### config.mk
export PLATFORM = sky130hd
export DESIGN_NAME = hex_scan_ctrl
export DESIGN_NICKNAME = d
export VERILOG_FILES = /design/src/rtl/hex_scan_ctrl_pkg.sv /design/src/rtl/hex_scan_ctrl_scan_prescaler.sv /design/src/rtl/hex_scan_ctrl.sv
export SDC_FILE = /design/constraint.sdc
export NUM_CORES = 1
export LEC_CHECK = 0
export CAP_MARGIN = 25
export CORE_UTILIZATION = 53
export DETAILED_ROUTE_END_ITERATION = 12
export PLACE_DENSITY_LB_ADDON = 0.08
export SETUP_SLACK_MARGIN = 0.2
export SYNTH_ARGS = -nofsm -noshare
export SYNTH_HDL_FRONTEND = slang
export SYNTH_SLANG_ARGS = --single-unit
### constraint.sdc
create_clock -name clock -period 2.35 [get_ports clock]
set_input_delay 0.5875 -clock clock [delete_from_list [all_inputs] [get_ports clock]]
set_output_delay 0.5875 -clock clock [all_outputs]
set_load 0.01 [all_outputs]
### src/rtl/hex_scan_ctrl_pkg.sv
// Shared definitions for the multiplexed hex display scanner.
package hex_scan_ctrl_pkg;

  // Active-low segment pattern with every segment dark.
  localparam logic [6:0] SEG_OFF = 7'h7F;

  // Each digit slot opens dark, then lights its digit.
  typedef enum logic {
    ST_BLANK = 1'b0,
    ST_SHOW  = 1'b1
  } scan_state_t;

  // Bits needed to hold 0..value-1. Never returns less than 1, so a
  // single-digit build still gets a legal one-bit index register.
  function automatic int clog2(input int value);
    int width = 1;
    while ((1 << width) < value) width = width + 1;
    return width;
  endfunction

endpackage

### src/rtl/hex_scan_ctrl_scan_prescaler.sv
// Slot timer: counts PRESCALE cycles per digit slot and flags the end of
// the blanking interval and the end of the slot.
module scan_prescaler
  import hex_scan_ctrl_pkg::*;
#(
  parameter int PRESCALE = 50000,
  parameter int BLANK    = 500
) (
  input  logic clock,
  input  logic reset,
  output logic blank_done,
  output logic slot_done
);

  localparam int CNT_W = clog2(PRESCALE);

  logic [CNT_W-1:0] r_cnt;

  // Free-running slot counter, wrapping at the last cycle of the slot.
  always_ff @(posedge clock) begin
    // NOTE: state is updated with non-blocking assignments so every
    // register samples the pre-edge values, independent of statement order.
    if (reset) begin
      r_cnt <= '0;
    end else if (slot_done) begin
      r_cnt <= '0;
    end else begin
      r_cnt <= r_cnt + 1'b1;
    end
  end

  assign blank_done = (r_cnt == CNT_W'(BLANK - 1));
  assign slot_done  = (r_cnt == CNT_W'(PRESCALE - 1));

endmodule

### src/rtl/hex_scan_ctrl.sv
// Multiplexed hex display scanner. Holds a double-buffered display word,
// steps one digit per slot with a dark lead-in, feeds the external shared
// decoder and gates its segments onto the pins. New words commit only at
// frame boundaries so a frame never mixes old and new digits.
module hex_scan_ctrl
  import hex_scan_ctrl_pkg::*;
#(
  parameter int DIGITS   = 4,
  parameter int PRESCALE = 50000,
  parameter int BLANK    = 500
) (
  input  logic                clock,
  input  logic                reset,
  input  logic [4*DIGITS-1:0] value_in,
  input  logic                load,
  output logic                load_ready,
  input  logic [DIGITS-1:0]   blank_mask,
  output logic [3:0]          hex_code,
  input  logic [6:0]          seg_in,
  output logic [6:0]          seg_out,
  output logic [DIGITS-1:0]   digit_sel
);

  localparam int               IDX_W    = clog2(DIGITS);
  localparam logic [IDX_W-1:0] IDX_LAST = IDX_W'(DIGITS - 1);

  scan_state_t         r_state;
  scan_state_t         w_state_next;
  logic [IDX_W-1:0]    r_idx;
  logic [IDX_W-1:0]    w_idx_next;
  logic [4*DIGITS-1:0] r_active;
  logic [4*DIGITS-1:0] r_shadow;
  logic [4*DIGITS-1:0] w_active_next;
  logic                r_pending;
  logic                w_pending_next;
  logic                r_load_ready;
  logic [3:0]          r_hex_code;
  logic [3:0]          w_hex_code_next;
  logic [6:0]          r_seg_out;
  logic [6:0]          w_seg_out_next;
  logic [DIGITS-1:0]   r_digit_sel;
  logic [DIGITS-1:0]   w_digit_sel_next;
  logic                w_blank_done;
  logic                w_slot_done;
  logic                w_accept;
  logic                w_frame_end;
  logic                w_commit;
  logic                w_lit;

  scan_prescaler #(
    .PRESCALE (PRESCALE),
    .BLANK    (BLANK)
  ) u_prescaler (
    .clock      (clock),
    .reset      (reset),
    .blank_done (w_blank_done),
    .slot_done  (w_slot_done)
  );

  // A load is taken only while the shadow buffer is advertised free.
  assign w_accept    = load & r_load_ready;
  // Last cycle of the last digit's slot: the next cycle starts a new frame.
  assign w_frame_end = (r_state == ST_SHOW) && w_slot_done && (r_idx == IDX_LAST);
  assign w_commit    = w_frame_end & r_pending;

  // Next-state, buffer and output decode; outputs are computed from the
  // next state so the registered pins line up with the state they belong to.
  always_comb begin
    // NOTE: every signal gets a default before any branch so no path
    // leaves one unassigned, which would infer a latch.
    w_state_next     = r_state;
    w_idx_next       = r_idx;
    w_active_next    = r_active;
    w_pending_next   = r_pending;
    w_hex_code_next  = r_hex_code;
    w_seg_out_next   = SEG_OFF;
    w_digit_sel_next = '1;
    w_lit            = 1'b0;

    case (r_state)
      ST_BLANK: begin
        if (w_blank_done) w_state_next = ST_SHOW;
      end
      ST_SHOW: begin
        if (w_slot_done) begin
          w_state_next = ST_BLANK;
          w_idx_next   = (r_idx == IDX_LAST) ? '0 : r_idx + 1'b1;
        end
      end
      default: w_state_next = ST_BLANK;
    endcase

    if (w_commit) begin
      w_active_next  = r_shadow;
      w_pending_next = 1'b0;
    end
    if (w_accept) w_pending_next = 1'b1;

    // Present the next digit's nibble as its blanking interval begins so the
    // shared decoder has settled before the digit is lit. At a frame start
    // this already sees the freshly committed word.
    if ((r_state == ST_SHOW) && w_slot_done) begin
      w_hex_code_next = w_active_next[4*w_idx_next +: 4];
    end

    w_lit          = (w_state_next == ST_SHOW) && !blank_mask[w_idx_next];
    w_seg_out_next = w_lit ? seg_in : SEG_OFF;
    for (int k = 0; k < DIGITS; k++) begin
      w_digit_sel_next[k] = !(w_lit && (IDX_W'(k) == w_idx_next));
    end
  end

  // State, buffers and registered pin drivers.
  always_ff @(posedge clock) begin
    if (reset) begin
      // NOTE: the display words are reset along with control state because
      // the first frame after reset must show zeros, not power-up garbage.
      r_state      <= ST_BLANK;
      r_idx        <= '0;
      r_active     <= '0;
      r_shadow     <= '0;
      r_pending    <= 1'b0;
      r_load_ready <= 1'b1;
      r_hex_code   <= 4'h0;
      r_seg_out    <= SEG_OFF;
      r_digit_sel  <= '1;
    end else begin
      r_state     <= w_state_next;
      r_idx       <= w_idx_next;
      r_active    <= w_active_next;
      r_pending   <= w_pending_next;
      if (w_accept) r_shadow <= value_in;
      // Drops the cycle after an accept; after a commit it reopens only
      // once the buffer has been empty for a full cycle.
      r_load_ready <= ~(r_pending | w_pending_next);
      r_hex_code   <= w_hex_code_next;
      r_seg_out    <= w_seg_out_next;
      r_digit_sel  <= w_digit_sel_next;
    end
  end

  assign load_ready = r_load_ready;
  assign hex_code   = r_hex_code;
  assign seg_out    = r_seg_out;
  assign digit_sel  = r_digit_sel;

endmodule

==> impl_metrics.csv <==
group,metric,value,unit
clocking,clock-sinks,68,
global_routing,grt_pass1_wl,9710,um
power_and_ir_drop,p_clk_share,39.4,%
power_and_ir_drop,power.total,0.00218,W
route,vias,2421,
timing,finalMaxSlewViolations,0,
power_and_ir_drop,p_seq_share,54.8,%
cells_and_area,drive_above_1_share,10.3,%
synthesis,synth_ff_type,"dfxtp_1",
timing,layout_setup_ws,0.366,ns
placed_design,pre_cts_ws,0.155,ns
synthesis,yosys_warnings,0,
critical_path,crit_arrival,2.27,ns
synthesis,ys_types,45,
timing,worst_clock_skew,0.00929,ns
route,ant_nets,0,
route,dr.first_iter.drc_count,102,
synthesis,synth.largest_area_cell,"dfxtp_1",
critical_path,reg2reg_from,"u_prescaler.r_cnt[0]",
global_routing,antenna_found_initial,0,
cells_and_area,antennaDiodeCount,0,
timing,fin_hold_ws,0.452,ns
timing,worst_pin_slew,0.605,ns
timing,fin_crit_sh,84.4,%
placed_design,place_hpwl,4300,um
placed_design,gp_congestion,0.807,
timing,rsz0062_at_grt,"false",
critical_path,required,2.64,ns
synthesis,async_reset_ff_share,0,%
worst_hold_path,hp-start,"r_active[5]",
synthesis,synth.top_cell.area_share,48.0,%
power_and_ir_drop,p_per_area,608,nW/um2
clocking,cts_made_buffers,9,
critical_path,startpoint_type,"register",
clocking,cts_tree,"built",
power_and_ir_drop,swShare,23.0,%
synthesis,ys_seq_elements,68,
critical_path,crit_fanout,7,
floorplanning,rows,26,
timing,finalHoldViolations,0,
floorplanning,dieWidth,75.2,um
critical_path,worstSetupPathType,"reg2reg",
timing,fmax,504,MHz
synthesis,synth_cells,330,
synthesis,synthTopCellsByArea,"dfxtp_1 (48%), nand2_1 (9.4%), a21oi_1 (6.9%), nor2_1 (4.2%), xor2_1 (2.8%)",
floorplanning,dieArea,5650,um2
power_and_ir_drop,p_int,0.00168,W
power_and_ir_drop,p_sw,0.000501,W
placed_design,portBuffers,45,
power_and_ir_drop,peakVddDrop,0.000483,V
power_and_ir_drop,pwr-share-comb,5.8,%
clocking,h-tree-depth,3,
cells_and_area,finalNetCount,415,
critical_path,crit_path_end_kind,"register",
power_and_ir_drop,leakage,1.29,nW
synthesis,ys_seq_area_share,48.0,%
clocking,post_cts_buffers,0,
clocking,ctsHoldBuffers,0,
clocking,cts.reportedPaths.clkPinSlew,0.07,ns
synthesis,syn_area_per_cell,8.60,um2
status,status,"completed",
global_routing,grt_pass1_vias,2117,
global_routing,grt_max_degree,27,
timing,period_minus_slack,1.98,ns
route,viasPerCell,5.30,
synthesis,syn_nets,362,
clocking,post_cts_resized,1,
synthesis,yosysMostFrequentCell,"nand2_1",
synthesis,synthesis.area,2840,um2
timing,slew_headroom,59.6,%
clocking,root_buffer,"clkbuf_8",
route,drc,0,
cells_and_area,finalCoreUtilization,69.7,%
flow_run,maxCapViolCount,0,
synthesis,synth_edf_count,0,
cells_and_area,area_delta_synth_final,26.2,%
global_routing,track_usage,23.6,%
route,wire_per_inst,13.2,um
cells_and_area,fillers,441,
worst_hold_path,hold_class,"reg2reg",
floorplanning,start_util,55.2,%
clocking,cts_buffer_depth,2,
route,dr.pass1.iters,4,
cells_and_area,final-seq-area,1360,um2
global_routing,gr-total-overflow,0,
floorplanning,die-height,75.2,um
clocking,clk_latency,0.34,ns
synthesis,synth_common_cells,"nand2_1 (71), dfxtp_1 (68), a21oi_1 (39), nor2_1 (32), nand3_1 (12)",
cells_and_area,multi_input_comb_area,1390,um2
route,routed_wl,6020,um
timing,finalSetupTns,0,ns
timing,setup_violations,0,
critical_path,startpoint,"u_prescaler.r_cnt[0]",
floorplanning,io_pins,46,
floorplanning,core,5140,um2
==> critical path, cell delays in order, from the launching register on <==
cell      delay, ns
dfxtp_1        0.37
ha_1           0.24
and4_1         0.23
and4_2         0.35
mux2_4         0.34
o221a_4        0.32
nand2b_1       0.08
==> path summary, 6_finish.rpt <==
check / endpoint / slack, ns / depth (start not counted)
worst min-delay path: r_active[5] / 0.45 / 2
worst max register to register: seg_out[0] / 0.37 / 6
worst min register to register: r_active[5] / 0.45 / 2
worst max-delay path: seg_out[0] / 0.37 / 6
==> kinds of logic (layout without fill, tap and decap cells) <==
| group | after synthesis | in the layout | synth area share [%] |
|---|---|---|---|
| AO/OA/AOI/OAI | 69 | 69 | 16.0 |
| XOR/XNOR | 14 | 14 | 4.32 |
| adder cells (fa/ha/maj) | 2 | 2 | 0.881 |
| buffers and inverters | 21 | 78 | 3.53 |
| flip-flops | 68 | 68 | 48.0 |
| multiplexers | 7 | 7 | 2.69 |
| AND/OR/NAND/NOR | 149 | 149 | 24.6 |
==> stage by stage <==
step | instance area, um2 | std cells
after floorplan | 2840 | 330
after global placement | 3400 | 442
after detailed placement | 3400 | 442
after CTS | 3580 | 457
after global routing | 3580 | 457
final | 3580 | 457
==> flip-flops by register name (all words and copies together), names as in the netlist <==
name               cells
u_prescaler.r_cnt     16
r_state                1
r_idx                  2
load_ready             1
r_shadow              16
seg_out                7
r_pending              1
hex_code               4
digit_sel              4
r_active              16
==> power by group through the flow <==
stage	logic [W]	clock network, W	registers (W)
floorplan	0.0000643	0	0.00121
global placement	0.000124	0	0.00122
CTS	0.000128	0.000875	0.00120
finish	0.000127	0.000858	0.00120
global route	0.000142	0.000938	0.00120
detailed placement	0.000127	0	0.00122
==> layout make-up <==
| cell class | instances | share of cell area [%] |
|---|---|---|
| multi-input combinational | 241 | 38.7 |
| sequential | 68 | 38.0 |
| timing repair buffer | 59 | 15.5 |
| clock buffer | 11 | 4.23 |
| tap | 70 | 2.44 |
| clock inverter | 4 | 0.699 |
| inverter | 4 | 0.419 |
==> layer usage <==
| layer | share of wire [%] | up-vias | wire length [um] | GRT usage, % |
|---|---|---|---|---|
| li1 | - | 1237 | - | - |
| met1 | 44 | 1125 | 2620 | 28.6 |
| met2 | 51 | 50 | 3060 | 39.2 |
| met3 | 4.1 | 9 | 249 | 8.17 |
| met4 | 1.4 | 0 | 82 | 8.02 |
| met5 | 0 | - | 0 | 0 |
==> layout by cell type, fill, tap and decap left out, types with 2 or more instances in the layout <==
| cell | count |
|---|---|
| a211oi_1 | 4 |
| a21oi_1 | 39 |
| a22oi_1 | 4 |
| a31o_1 | 3 |
| and3_1 | 3 |
| and4b_1 | 2 |
| buf_4 | 14 |
| clkbuf_8 | 11 |
| clkdlybuf4s50_1 | 45 |
| clkinv_2 | 2 |
| clkinvlp_4 | 2 |
| dfxtp_1 | 68 |
| ha_1 | 2 |
| inv_1 | 4 |
| mux2i_1 | 4 |
| nand2_1 | 71 |
| nand2b_1 | 7 |
| nand3_1 | 12 |
| nand4_1 | 4 |
| nor2_1 | 32 |
| nor3_1 | 8 |
| o21ai_0 | 5 |
| o21bai_1 | 4 |
| xnor2_1 | 5 |
| xor2_1 | 9 |
Power figures use the tool's default switching activity.
